**src/rtl/slice_detector.sv**
```systemverilog
// slice_detector: two-stage saber slice, note miss and obstacle hit detector; define SLICE_3D_EN to add a tip-depth overlap test
module slice_detector #(
  parameter int NUM_SABERS     = 2,
  parameter int MOVE_THRESHOLD = 32,
  parameter int HIT_RADIUS     = 100,
  parameter int SLICE_Z_MAX    = 600,
  parameter int COOLDOWN       = 1
) (
  input  logic                     clk_in,
  input  logic                     rst_in_n,
  input  logic [17:0]              curr_time,
  input  logic                     blk_valid,
  input  logic [11:0]              blk_x,
  input  logic [11:0]              blk_y,
  input  logic [13:0]              blk_z,
  input  logic                     blk_visible,
  input  logic                     blk_obstacle,
  input  logic                     blk_color,
  input  logic [2:0]               blk_dir,
  input  logic [7:0]               blk_id,
  input  logic [NUM_SABERS*24-1:0] tip_prev_xy,
  input  logic [NUM_SABERS*24-1:0] tip_curr_xy,
  input  logic [NUM_SABERS*14-1:0] tip_z,
  input  logic [11:0]              head_x,
  input  logic [11:0]              head_y,
  input  logic [13:0]              head_z,
  output logic                     slice_valid,
  output logic [1:0]               slice_saber,
  output logic [7:0]               slice_id,
  output logic [11:0]              slice_x,
  output logic [11:0]              slice_y,
  output logic [13:0]              slice_z,
  output logic                     slice_color,
  output logic [2:0]               slice_dir,
  output logic                     miss_pulse,
  output logic                     hit_pulse,
  output logic [7:0]               combo
);
  localparam logic [2:0] DIR_UP    = 3'd0;
  localparam logic [2:0] DIR_RIGHT = 3'd1;
  localparam logic [2:0] DIR_DOWN  = 3'd2;
  localparam logic [2:0] DIR_LEFT  = 3'd3;
  localparam logic [2:0] DIR_ANY   = 3'd4;
  localparam logic [12:0] MOVE_T = 13'(MOVE_THRESHOLD);
  localparam logic signed [13:0] RAD14 = 14'(HIT_RADIUS);
  localparam logic [13:0] Z_MAX = 14'(SLICE_Z_MAX);
  localparam logic [17:0] COOL = 18'(COOLDOWN);
`ifdef SLICE_3D_EN
  localparam logic signed [14:0] RAD15 = 15'(HIT_RADIUS);
`endif

  logic        s1_valid, s1_visible, s1_obstacle, s1_color;
  logic [11:0] s1_x, s1_y, s1_head_x, s1_head_y;
  logic [13:0] s1_z, s1_head_z;
  logic [2:0]  s1_dir;
  logic [7:0]  s1_id;
  logic [17:0] s1_time;
  logic [7:0]  last_id, miss_id;
  logic [17:0] last_time;
  logic signed [13:0] bx, by, hdx, hdy, hadx, hady;
  logic [NUM_SABERS-1:0] cand;
  logic [1:0]  win;
  logic        note_ok, accept, miss, hit;

  // Stage 1: capture the block, head and time alongside the per-saber motion
  always_ff @(posedge clk_in or negedge rst_in_n) begin
    if (!rst_in_n) begin
      s1_valid    <= 1'b0;
      s1_visible  <= 1'b0;
      s1_obstacle <= 1'b0;
      s1_color    <= 1'b0;
      s1_x        <= '0;
      s1_y        <= '0;
      s1_z        <= '0;
      s1_dir      <= '0;
      s1_id       <= '0;
      s1_time     <= '0;
      s1_head_x   <= '0;
      s1_head_y   <= '0;
      s1_head_z   <= '0;
    end else begin
      s1_valid    <= blk_valid;
      s1_visible  <= blk_visible;
      s1_obstacle <= blk_obstacle;
      s1_color    <= blk_color;
      s1_x        <= blk_x;
      s1_y        <= blk_y;
      s1_z        <= blk_z;
      s1_dir      <= blk_dir;
      s1_id       <= blk_id;
      s1_time     <= curr_time;
      s1_head_x   <= head_x;
      s1_head_y   <= head_y;
      s1_head_z   <= head_z;
    end
  end

  assign bx = $signed({2'b00, s1_x});
  assign by = $signed({2'b00, s1_y});
  assign note_ok = s1_valid && s1_visible && !s1_obstacle && s1_z <= Z_MAX;

  for (genvar s = 0; s < NUM_SABERS; s++) begin : g_saber
    logic [11:0] prev_x, prev_y, curr_x, curr_y, s1_px, s1_py;
    logic signed [12:0] dx, dy, s1_dx, s1_dy;
    logic [12:0] s1_adx, s1_ady;
    logic signed [13:0] px, py;
    logic [2:0] dir;
    logic ovl_xy, ovl;
    assign prev_x = tip_prev_xy[s*24+12 +: 12];
    assign prev_y = tip_prev_xy[s*24 +: 12];
    assign curr_x = tip_curr_xy[s*24+12 +: 12];
    assign curr_y = tip_curr_xy[s*24 +: 12];
    assign dx = $signed({1'b0, curr_x}) - $signed({1'b0, prev_x});
    assign dy = $signed({1'b0, curr_y}) - $signed({1'b0, prev_y});
    // Stage 1: per-saber displacement, its magnitude and the previous tip position
    always_ff @(posedge clk_in or negedge rst_in_n) begin
      if (!rst_in_n) begin
        s1_dx  <= '0;
        s1_dy  <= '0;
        s1_adx <= '0;
        s1_ady <= '0;
        s1_px  <= '0;
        s1_py  <= '0;
      end else begin
        s1_dx  <= dx;
        s1_dy  <= dy;
        s1_adx <= dx < 13'sd0 ? -dx : dx;
        s1_ady <= dy < 13'sd0 ? -dy : dy;
        s1_px  <= prev_x;
        s1_py  <= prev_y;
      end
    end
    assign dir = (s1_adx >= MOVE_T && s1_adx > s1_ady) ? (s1_dx < 13'sd0 ? DIR_LEFT : DIR_RIGHT) :
                 (s1_ady >= MOVE_T && s1_ady > s1_adx) ? (s1_dy < 13'sd0 ? DIR_UP : DIR_DOWN) : DIR_ANY;
    assign px = $signed({2'b00, s1_px});
    assign py = $signed({2'b00, s1_py});
    assign ovl_xy = (px - RAD14 <= bx) && (bx <= px + RAD14) && (py - RAD14 <= by) && (by <= py + RAD14);
`ifdef SLICE_3D_EN
    logic [13:0] s1_tz;
    logic signed [14:0] dz;
    // Stage 1: tip depth for the 3D overlap test
    always_ff @(posedge clk_in or negedge rst_in_n) begin
      if (!rst_in_n) s1_tz <= '0;
      else s1_tz <= tip_z[s*14 +: 14];
    end
    assign dz = $signed({1'b0, s1_tz}) - $signed({1'b0, s1_z});
    assign ovl = ovl_xy && (dz < 15'sd0 ? -dz : dz) <= RAD15;
`else
    assign ovl = ovl_xy;
`endif
    assign cand[s] = note_ok && dir != DIR_ANY && (dir == s1_dir || s1_dir == DIR_ANY) && ovl;
  end

`ifndef SLICE_3D_EN
  logic unused_tip_z;
  assign unused_tip_z = ^tip_z;
`endif

  // Lowest-index candidate saber wins
  always_comb begin
    win = '0;
    for (int i = NUM_SABERS - 1; i >= 0; i--) win = cand[i] ? 2'(i) : win;
  end

  assign accept = |cand && s1_id != last_id && (s1_time - last_time) >= COOL;
  assign miss = s1_valid && s1_visible && !s1_obstacle && s1_z == 14'd0 && s1_id != miss_id;
  assign hdx = bx - $signed({2'b00, s1_head_x});
  assign hdy = by - $signed({2'b00, s1_head_y});
  assign hadx = hdx < 14'sd0 ? -hdx : hdx;
  assign hady = hdy < 14'sd0 ? -hdy : hdy;
  assign hit = s1_valid && s1_visible && s1_obstacle && hadx <= RAD14 && hady <= RAD14 && s1_z <= s1_head_z;

  // Stage 2: pulses, held slice record, duplicate/cooldown state and combo (miss clear wins over slice)
  always_ff @(posedge clk_in or negedge rst_in_n) begin
    if (!rst_in_n) begin
      slice_valid <= 1'b0;
      slice_saber <= '0;
      slice_id    <= '0;
      slice_x     <= '0;
      slice_y     <= '0;
      slice_z     <= '0;
      slice_color <= 1'b0;
      slice_dir   <= '0;
      miss_pulse  <= 1'b0;
      hit_pulse   <= 1'b0;
      combo       <= '0;
      last_id     <= 8'hFF;
      last_time   <= '0;
      miss_id     <= '0;
    end else begin
      slice_valid <= accept;
      miss_pulse  <= miss;
      hit_pulse   <= hit;
      combo       <= miss ? 8'd0 : accept ? combo + {7'd0, combo != 8'hFF} : combo;
      if (accept) begin
        slice_saber <= win;
        slice_id    <= s1_id;
        slice_x     <= s1_x;
        slice_y     <= s1_y;
        slice_z     <= s1_z;
        slice_color <= s1_color;
        slice_dir   <= s1_dir;
        last_id     <= s1_id;
        last_time   <= s1_time;
      end
      if (miss) miss_id <= s1_id;
    end
  end
endmodule

```
**config.mk**
```make
export PLATFORM = sky130hd
export DESIGN_NAME = slice_detector
export DESIGN_NICKNAME = d
export VERILOG_FILES = /design/src/rtl/slice_detector.sv
export SDC_FILE = /design/constraint.sdc
export NUM_CORES = 1
export LEC_CHECK = 0
export ABC_CLOCK_PERIOD_IN_PS = 5550
export CORE_MARGIN = 2
export CORE_UTILIZATION = 43
export CTS_BUF_LIST = sky130_fd_sc_hd__clkbuf_8
export DETAILED_ROUTE_END_ITERATION = 16
export DONT_BUFFER_PORTS = 1
export GPL_ROUTABILITY_DRIVEN = 0
export GPL_TIMING_DRIVEN = 1
export PLACE_DENSITY = 0.58
export SETUP_SLACK_MARGIN = 0.1
export SLEW_MARGIN = 20
export SYNTH_ARGS = -nofsm -noshare
export SYNTH_HDL_FRONTEND = slang
export SYNTH_SLANG_ARGS = --single-unit
```
**constraint.sdc**
```tcl
create_clock -name clk_in -period 5.55 [get_ports clk_in]
set_clock_uncertainty 0.15 [all_clocks]
set_input_delay 1.11 -clock clk_in [delete_from_list [all_inputs] [get_ports clk_in]]
set_output_delay 1.11 -clock clk_in [all_outputs]
set_load 0.05 [all_outputs]
```
# Yosys cells after proc, flatten, opt, wreduce, memory -nomap -nowiden
# Cells that the tools add are included.
# word_totals
regBits	358
word_cells	151
ram_bits	0
mem_count	0
romBits	0
out_inout_bits	63
latch_bits	0
inputBits	235
# op_classes
eq_ne	8
magnitude_cmp	31
bitwise_logic	0
mux	18
n_reduce_logical	33
shifts	0
n_mul	0
addsub	22
div	0
# ops
operator	n
less-than comparator 13 x 1 -> 1 bit (second input constant)	10
subtractor 12 x 12 -> 13 bit	6
adder 12 x 7 -> 13 bit (second input constant)	4
greater-or-equal comparator 13 x 6 -> 1 bit (second input constant)	4
> comparator 13 bit	4
less-or-equal comparator 12 x 13 -> 1 bit	4
less-or-equal comparator 13 bit	4
2-to-1 mux 13 bit	4
negation 13 bit	4
subtractor 12 x 7 -> 13 bit (second input constant)	4
less-or-equal comparator 14 x 8 -> 1 bit (second input constant)	2
2-to-1 mux 14 bit	2
negation 13 -> 14 bit	2
logical AND 1 bit	27
greater-or-equal comparator 18 x 1 -> 1 bit (second input constant)	1
subtractor 18 bit	1
2-to-1 mux 8 bit	2
!= test 8 bit	2
less-or-equal comparator 14 x 10 -> 1 bit (second input constant)	1
less-or-equal comparator 14 bit	1
logical NOT 14 bit	1
2-to-1 mux 3 bit	4
adder 8 x 1 -> 8 bit	1
2-to-1 mux 2 bit	4
9 further kinds	13

# Depth between registers and ports, before layout
# Gate-level depths: netlist of the first run.
# logic_depth
ltp_word	13
mapped_depth	18
ltp_nobuf	16

# Worst setup path before layout of the first run
# No wires, ideal clock.
# synth_path
kind	input-to-reg
startpoint	in tip_curr_xy[12]
endpoint	reg g_saber[0].s1_adx[11]
t_required_ns	5.320
setup_time_ns	0.080
t_arrival_ns	3.726
path_buffers	0
path_slack_ns	1.595
stages	13
cell_sequence	inv_1 ha_1 inv_1 fa_1 a21o_1 a21oi_1 o21bai_1 a2111oi_0 nor2_1 xnor2_1 nand2b_1 o41ai_1 xnor2_1
# synth_via
elab_chain_cells	3
word_cells_on_any_way	4
classes_between	2 x add/sub; 1 x order compare; 1 x mux
# synth_rtl
element	line	text
start, declared	22	input logic [NUM_SABERS*24-1:0] tip_curr_xy,
subtractor 12 x 12 -> 13 bit (*)	113	assign dx = $signed({1'b0, curr_x}) - $signed({1'b0, prev_x});
negation 13 bit or less-than comparator 13 x 1 -> 1 bit (tied branches)	127	s1_adx <= dx < 13'sd0 ? -dx : dx;
2-to-1 mux 13 bit (*)	127	
end signal, assigned	127	
end, declared	105	logic [12:0] s1_adx, s1_ady;
# Mark *: on every way between the ends. The rest lies on a longest branch, timed or not.
# A chain may end at the register's enable or synchronous reset.

# Worst setup path after layout of the first run
# layout_path
startpoint	reg g_saber[1].s1_px[2]
endpoint	reg slice_z[8]
# layout_via
elab_chain_cells	9
word_cells_on_any_way	11
classes_between	2 x add/sub; 2 x order compare; 7 x reduce/logical
# layout_rtl
element	line	text
start, declared	103	logic [11:0] prev_x, prev_y, curr_x, curr_y, s1_px, s1_py;
start signal, assigned	129	s1_px <= prev_x;
subtractor 12 x 7 -> 13 bit or adder 12 x 7 -> 13 bit (tied branches)	137	assign ovl_xy = (px - RAD14 <= bx) && (bx <= px + RAD14) && (py - RAD14 <= by) && (by <= py + RAD14);
less-or-equal comparator 13 bit or less-or-equal comparator 12 x 13 -> 1 bit (tied branches)	137	
logical AND 1 bit (*) (3 in series)	137	
logical AND 1 bit (*)	151	assign cand[s] = note_ok && dir != DIR_ANY && (dir == s1_dir || s1_dir == DIR_ANY) && ovl;
OR reduction 2 bit (*)	165	assign accept = |cand && s1_id != last_id && (s1_time - last_time) >= COOL;
logical AND 1 bit (*) (2 in series)	165	
end signal, assigned	200	slice_z <= s1_z;
end, declared	32	output logic [13:0] slice_z,
# Marks and branches as above.

==> results_dict.tcl, run 1 <==
set metrics [dict create \
    place_inst 2573 \
    fp.dieArea_sq_um 47800 \
    grt_start_max_net_pins 310 \
    hold_class "input pin to asynchronous set/reset pin" \
    ioPinCount 298 \
    synthCells 2006 \
    drv_slew 0 \
    die_w_um 219 \
    ys.flop_type "dfrtp_1" \
    ys_ff_latch 309 \
    p_leak_nw 10.2 \
    htreeDepth 2 \
    track_usage 0.205 \
    first_pass_iters 5 \
    r2r_slack_ns 0.81 \
    cp_slowest_cell "o31ai_1" \
    syn2layout_area_growth_pct 9.89 \
    fin_util 0.480 \
    finalSetupViolations 0 \
    grt_pass1_wl_um 77100 \
    yosysTopAreaCell "dfrtp_1" \
    fmax_mhz 211 \
    drive_gt1_frac 0.104 \
    cpMostUsedCell "ha_1" \
    period_share 0.854 \
    core-area_sq_um 45400 \
    ctsLongestPathBuffers 3 \
    powerDensity_nw_per_um2 295 \
    ir_drop_uv 285 \
    initial_core_util 0.437 \
    grt_pass1_vias 15038 \
    worstPathCellList "inv_1, ha_1, nand2b_1, a31oi_1, nand2_1, xnor2_1, ha_1, nand4_1, o22ai_1, o31ai_1, nand3_1, a211oi_1, a22oi_2, nor3_4, buf_12, mux2_2" \
    fin_nets 2521 \
    syn_avg_cell_area_sq_um 9.88 \
    drt_iter0_markers 724 \
    syn_area_sq_um 19800 \
    synth_top_area_frac 0.380 \
    cts.repair.resized 0 \
    synth_edf_count 0 \
    syn_nets 2487 \
    status "finished, final reports clean" \
    finalCriticalPeriod_ns 4.74 \
    root_buffer "clkbuf_8" \
    drc 0 \
    worstRegToRegCells 16 \
    cts_setup_buffers 0 \
    avgRoutedWirePerCell_um 18.6 \
    cts_tree "built" \
    critPathArrivalTime_ns 5.08 \
    slew_headroom 0.436 \
    cp.required_ns 5.89 \
    clock_latency_ns 0.64 \
    setup_tns_ns 0 \
    overflow 0 \
    path_class "register to register" \
    antenna_found_initial 4 \
    synth_warnings 0 \
    die-height_um 219 \
    clk_pin_slew_ns 0.06 \
    placed_cell_area_sq_um 20400 \
    port_buffers 0 \
    seq_area_frac_synth 0.391 \
    viasPerCell 5.43 \
    synthDistinctLibCells 83 \
    cts_sinks 309 \
    rsz0062_at_grt "false" \
    drt_wl_total_um 50000 \
    end_kind "register" \
    cap_violations 0 \
    post-route-cell-area_sq_um 21800 \
    async_reset_ff_frac 1.00 \
    hold_viol_final 0 \
    dp_hpwl_um 38000 \
    cts_made_buffers 56 \
    instances_no_fill 2689 \
    tightest_slew_ns 0.835 \
    setup.worst_path.start_class "register" \
    regToRegEndpoint "slice_z[8]$_DFFE_PN0P_" \
    vias 14614 \
    ant_nets 0 \
    timing.critical_path.slowest_cell_delay_ns 0.46 \
    r2r_start "g_saber[1].s1_px[2]$_DFF_PN0_" \
    synth.area.top_cells "dfrtp_1 38%, ha_1 15%, xnor2_1 5.1%" \
    num_rows 78 \
    critPathMaxFanout 78 \
]
==> sequential cells by signal, summed over array words and instances, names as in the netlist, 12 cells and up <==
name,cells
g_saber.s1_ady,26
slice_z,14
g_saber.s1_py,24
s1_head_z,14
s1_x,12
slice_x,12
s1_z,14
s1_head_y,12
s1_head_x,12
g_saber.s1_adx,26
last_time,18
s1_time,18
s1_y,12
slice_y,12
g_saber.s1_px,24
==> worst max-delay path by stage <==
stage | start | endpoint | slack [ns] | depth (start not counted)
after global placement | g_saber[1].s1_px[4]$_DFF_PN0_ | slice_x[0]$_DFFE_PN0P_ | 0.81 | 15
after global routing | g_saber[1].s1_px[2]$_DFF_PN0_ | slice_z[7]$_DFFE_PN0P_ | 0.37 | 16
after CTS | g_saber[1].s1_px[4]$_DFF_PN0_ | slice_z[1]$_DFFE_PN0P_ | 0.70 | 15
after detailed placement | g_saber[1].s1_px[4]$_DFF_PN0_ | slice_x[1]$_DFFE_PN0P_ | 0.75 | 15
final | g_saber[1].s1_px[2]$_DFF_PN0_ | slice_z[8]$_DFFE_PN0P_ | 0.81 | 16
after floorplan | tip_curr_xy[12] | g_saber[0].s1_adx[11]$_DFF_PN0_ | 1.59 | 13
==> critical path: cells and delay by family, from the launching register on <==
kind / cells / cell delay [ns]
AO/OA/AOI/OAI: 5 / 1.62
AND/OR/NAND/NOR: 5 / 0.72
buffers and inverters: 2 / 0.54
adder cells (fa/ha/maj): 2 / 0.47
flip-flops: 1 / 0.43
multiplexers: 1 / 0.40
XOR/XNOR: 1 / 0.20
==> area by class of cell <==
cell class | instances | area, sq um
antenna | 4 | 10.0
clock buffer | 73 | 1000
clock inverter | 30 | 208
fill | 4204 | 23600
inverter | 222 | 833
multi-input combinational | 1438 | 11100
sequential | 309 | 7740
tap | 600 | 751
timing repair buffer | 13 | 170
==> report_power, final <==
part           internal [mW]  switching (mW)
sequential              2.46           0.198
combinational          0.651           0.836
clock                   1.28           0.995
total                   4.38            2.03
==> layer usage <==
| layer | GRT usage | vias to the layer above | part of all wire |
|---|---|---|---|
| li1 | - | 7173 | - |
| met1 | 0.238 | 6996 | 0.41 |
| met2 | 0.349 | 349 | 0.48 |
| met3 | 0.0688 | 90 | 0.080 |
| met4 | 0.0735 | 6 | 0.030 |
| met5 | 0 | - | 0.00090 |
==> cell usage after synthesis, drive strengths merged (8+ instances only) <==
cell / count
dfrtp: 301
ha: 239
inv: 218
nand2: 131
xnor2: 115
nor2: 108
a21oi: 103
mux2: 72
o21ai: 68
xor2: 61
nand3: 46
nand4: 35
nor4: 35
nor3: 31
nand2b: 27
nor2b: 27
a21o: 22
clkbuf: 22
a211oi: 19
o31ai: 19
or2: 19
and2: 16
o21a: 16
or3: 16
a31oi: 15
and3: 15
buf: 15
o211ai: 15
a2111oi: 13
a21boi: 13
mux2i: 13
or4: 13
dfstp: 8
nand3b: 8
==> logic make-up after synthesis <==
| group | synth area share |
|---|---|
| simple gates | 0.143 |
| compound gates | 0.128 |
| flops | 0.391 |
| buf+inv | 0.0516 |
| fa+ha+maj | 0.158 |
| xor+xnor | 0.0778 |
| mux | 0.0500 |
| other cells | 0.000189 |
==> cells in the final DEF (no fill, tap or decap), types with 46 or more instances in the layout <==
master / instances
nand3_1: 46
ha_1: 239
xor2_1: 61
mux2_2: 59
clkbuf_8: 73
xnor2_1: 115
o21ai_0: 66
nor2_1: 107
inv_1: 224
dfrtp_1: 301
nand2_1: 131
a21oi_1: 101
==> stage by stage <==
step / worst slack (ns) / hold slack, ns / power, mW
final: 0.809 / 0.0563 / 6.41
after global routing: 0.374 / 0.000713 / 6.86
after CTS: 0.701 / -0.0380 / 6.49
after detailed placement: 0.745 / 0.324 / 4.15
after global placement: 0.808 / 0.317 / 4.08
after floorplan: 1.59 / 0.304 / 3.79
Note: power is estimated with default switching activity, not from simulation.
==> run 2, diff against run 1 <==
--- a/config.mk
+++ b/config.mk
@@ -5,7 +5,7 @@
 export SDC_FILE = /design/constraint.sdc
 export NUM_CORES = 1
 export LEC_CHECK = 0
-export ABC_CLOCK_PERIOD_IN_PS = 5550
+export ABC_CLOCK_PERIOD_IN_PS = 5900
 export CORE_MARGIN = 2
 export CORE_UTILIZATION = 43
 export CTS_BUF_LIST = sky130_fd_sc_hd__clkbuf_8
==> constraint.sdc (replaced) <==
create_clock -name clk_in -period 5.9 [get_ports clk_in]
set_clock_uncertainty 0.15 [all_clocks]
set_input_delay 1.18 -clock clk_in [delete_from_list [all_inputs] [get_ports clk_in]]
set_output_delay 1.18 -clock clk_in [all_outputs]
set_load 0.05 [all_outputs]
==> results_dict.tcl, run 2 (synthesis results as in run 1) <==
set metrics [dict create \
    cts_hold_buffers 0 \
    clk_pin_slew_ns 0.06 \
    period_share 0.811 \
    cp_slowest_cell "a211oi_1" \
    path_class "register to register" \
    hold_viol_final 0 \
    htreeDepth 2 \
    netSwitchingPower_mw 1.88 \
    core-area_sq_um 45400 \
    grt_pass1_vias 14903 \
    pwr-share-comb 0.221 \
    cts.repair.resized 0 \
    cap_violations 0 \
    power.share.sequential 0.405 \
    avgRoutedWirePerCell_um 18.1 \
    cts_setup_buffers 0 \
    setup_tns_ns 0 \
    syn2layout_area_growth_pct 9.62 \
    largestRegisters "g_saber.s1_adx (26), g_saber.s1_ady (26)" \
    grt_start_max_net_pins 310 \
    drt_wl_total_um 48500 \
    num_rows 78 \
    p_clk_frac 0.375 \
    p_leak_nw 10.2 \
    fin_nets 2510 \
    p_int_mw 4.29 \
    ioPinCount 298 \
    finalSetupViolations 0 \
    cp.required_ns 6.26 \
    worstPathCellList "ha_1, nand2_1, a21boi_0, nand3_1, xor2_1, ha_1, nor4_1, o211ai_1, o311ai_0, a211o_1, nand3_1, a211oi_1, a22oi_2, nor3_4, buf_12, mux2_2" \
    antenna_found_initial 4 \
    cts_sinks 309 \
    die_w_um 219 \
    place_ws_ns 1.09 \
    grt_pass1_wl_um 76800 \
    critPathArrivalTime_ns 5.14 \
    switching_share 0.304 \
    viasPerCell 5.40 \
    cts_tree "built" \
    root_buffer "clkbuf_8" \
    drv_slew 0 \
    setup_ws_ns 1.11 \
    num-fill-cells 4225 \
    ctsLongestPathBuffers 3 \
    ant_nets 0 \
    timing.critical_path.slowest_cell_delay_ns 0.49 \
    instances_no_fill 2679 \
    critPathMaxFanout 78 \
    finalCriticalPeriod_ns 4.79 \
    drt_iter0_markers 632 \
    final_cell_mix "301 x dfrtp_1, 239 x ha_1, 228 x inv_1, 131 x nand2_1, 115 x xnor2_1" \
    setup.worst_path.start_class "register" \
    vias 14459 \
    hold_class "input pin to asynchronous set/reset pin" \
    clock_latency_ns 0.64 \
    fin_util 0.479 \
    fp.dieArea_sq_um 47800 \
    cts_made_buffers 56 \
    tightest_slew_ns 1.13 \
    drc 0 \
    drive_gt1_frac 0.100 \
    final_common_cell "dfrtp_1" \
    powerDensity_nw_per_um2 284 \
    track_usage 0.204 \
    port_buffers 0 \
    status "finished, final reports clean" \
    place_inst 2571 \
    initial_core_util 0.437 \
    dp_hpwl_um 37900 \
    rsz0062_at_grt "false" \
    fmax_mhz 209 \
    ir_drop_uv 222 \
    die-height_um 219 \
    overflow 0 \
    first_pass_iters 4 \
    slew_headroom 0.241 \
    end_kind "register" \
]
-- run 2: cell types whose count changed in the layout (fill, tap and decap cells not counted), sizes merged --
cell         before  now
clkinv           20   19
dlygate4sd3       6    0
bufinv            2    7
diode             4    3
inv             224  228
buf               7    2
clkbuf           73   70
clkinvlp          6    3
-- run 2: layout make-up --
type / instances / area, sq um / area share
antenna: 3 / 7.51 / 0.000346
clock buffer: 70 / 963 / 0.0444
clock inverter: 35 / 345 / 0.0159
inverter: 222 / 833 / 0.0384
multi-input combinational: 1438 / 11000 / 0.509
sequential: 309 / 7740 / 0.357
tap: 600 / 751 / 0.0346
timing repair buffer: 2 / 27.5 / 0.00127
-- run 2: path summary, 6_finish.rpt --
check                                              start                             to  slack [ns]  cells past startpoint
max                        g_saber[1].s1_px[2]$_DFF_PN0_         slice_z[0]$_DFFE_PN0P_        1.11                     16
min                                             rst_in_n          s1_obstacle$_DFF_PN0_        0.09                      0
max reg2reg                g_saber[1].s1_px[2]$_DFF_PN0_         slice_z[0]$_DFFE_PN0P_        1.11                     16
min reg2reg                           s1_color$_DFF_PN0_        slice_color$_DFFE_PN0P_        0.33                      1
max in group asynchronous                       rst_in_n  g_saber[1].s1_py[7]$_DFF_PN0_        5.15                      0
min in group clk_in                   s1_color$_DFF_PN0_        slice_color$_DFFE_PN0P_        0.33                      1
-- run 2: per-layer routing --
layer  track usage  up-vias  part of all wire
li1              -     7121                 -
met4        0.0689        4             0.026
met3        0.0598       86             0.076
met2         0.348      281              0.48
met1         0.244     6967              0.42
met5             0        -           0.00060
-- run 2: critical path, delay by kind of cell (launching register included) --
family,cells,cell delay [ns]
and+or+nand+nor,5,0.83
DFF,1,0.41
AOI/OAI and AO/OA,6,1.73
xor gates and xnor gates,1,0.17
muxes,1,0.40
buffers and inverters,1,0.40
adders and majority gates,2,0.46
-- run 2: power by group through the flow --
stage	logic (mW)	registers (mW)	clock network, mW
floorplan	1.10	2.47	0
global placement	1.30	2.53	0
detailed placement	1.36	2.54	0
CTS	1.37	2.50	2.40
global route	1.56	2.52	2.49
finish	1.36	2.50	2.31
-- run 2: through the flow --
| step | hold slack [ns] | total power, mW | cell area (sq um) |
|---|---|---|---|
| floorplan | 0.304 | 3.57 | 19800 |
| global placement | 0.319 | 3.84 | 20400 |
| detailed placement | 0.323 | 3.90 | 20400 |
| CTS | 0.0270 | 6.27 | 21700 |
| global route | 0.0467 | 6.58 | 21700 |
| finish | 0.0920 | 6.17 | 21700 |
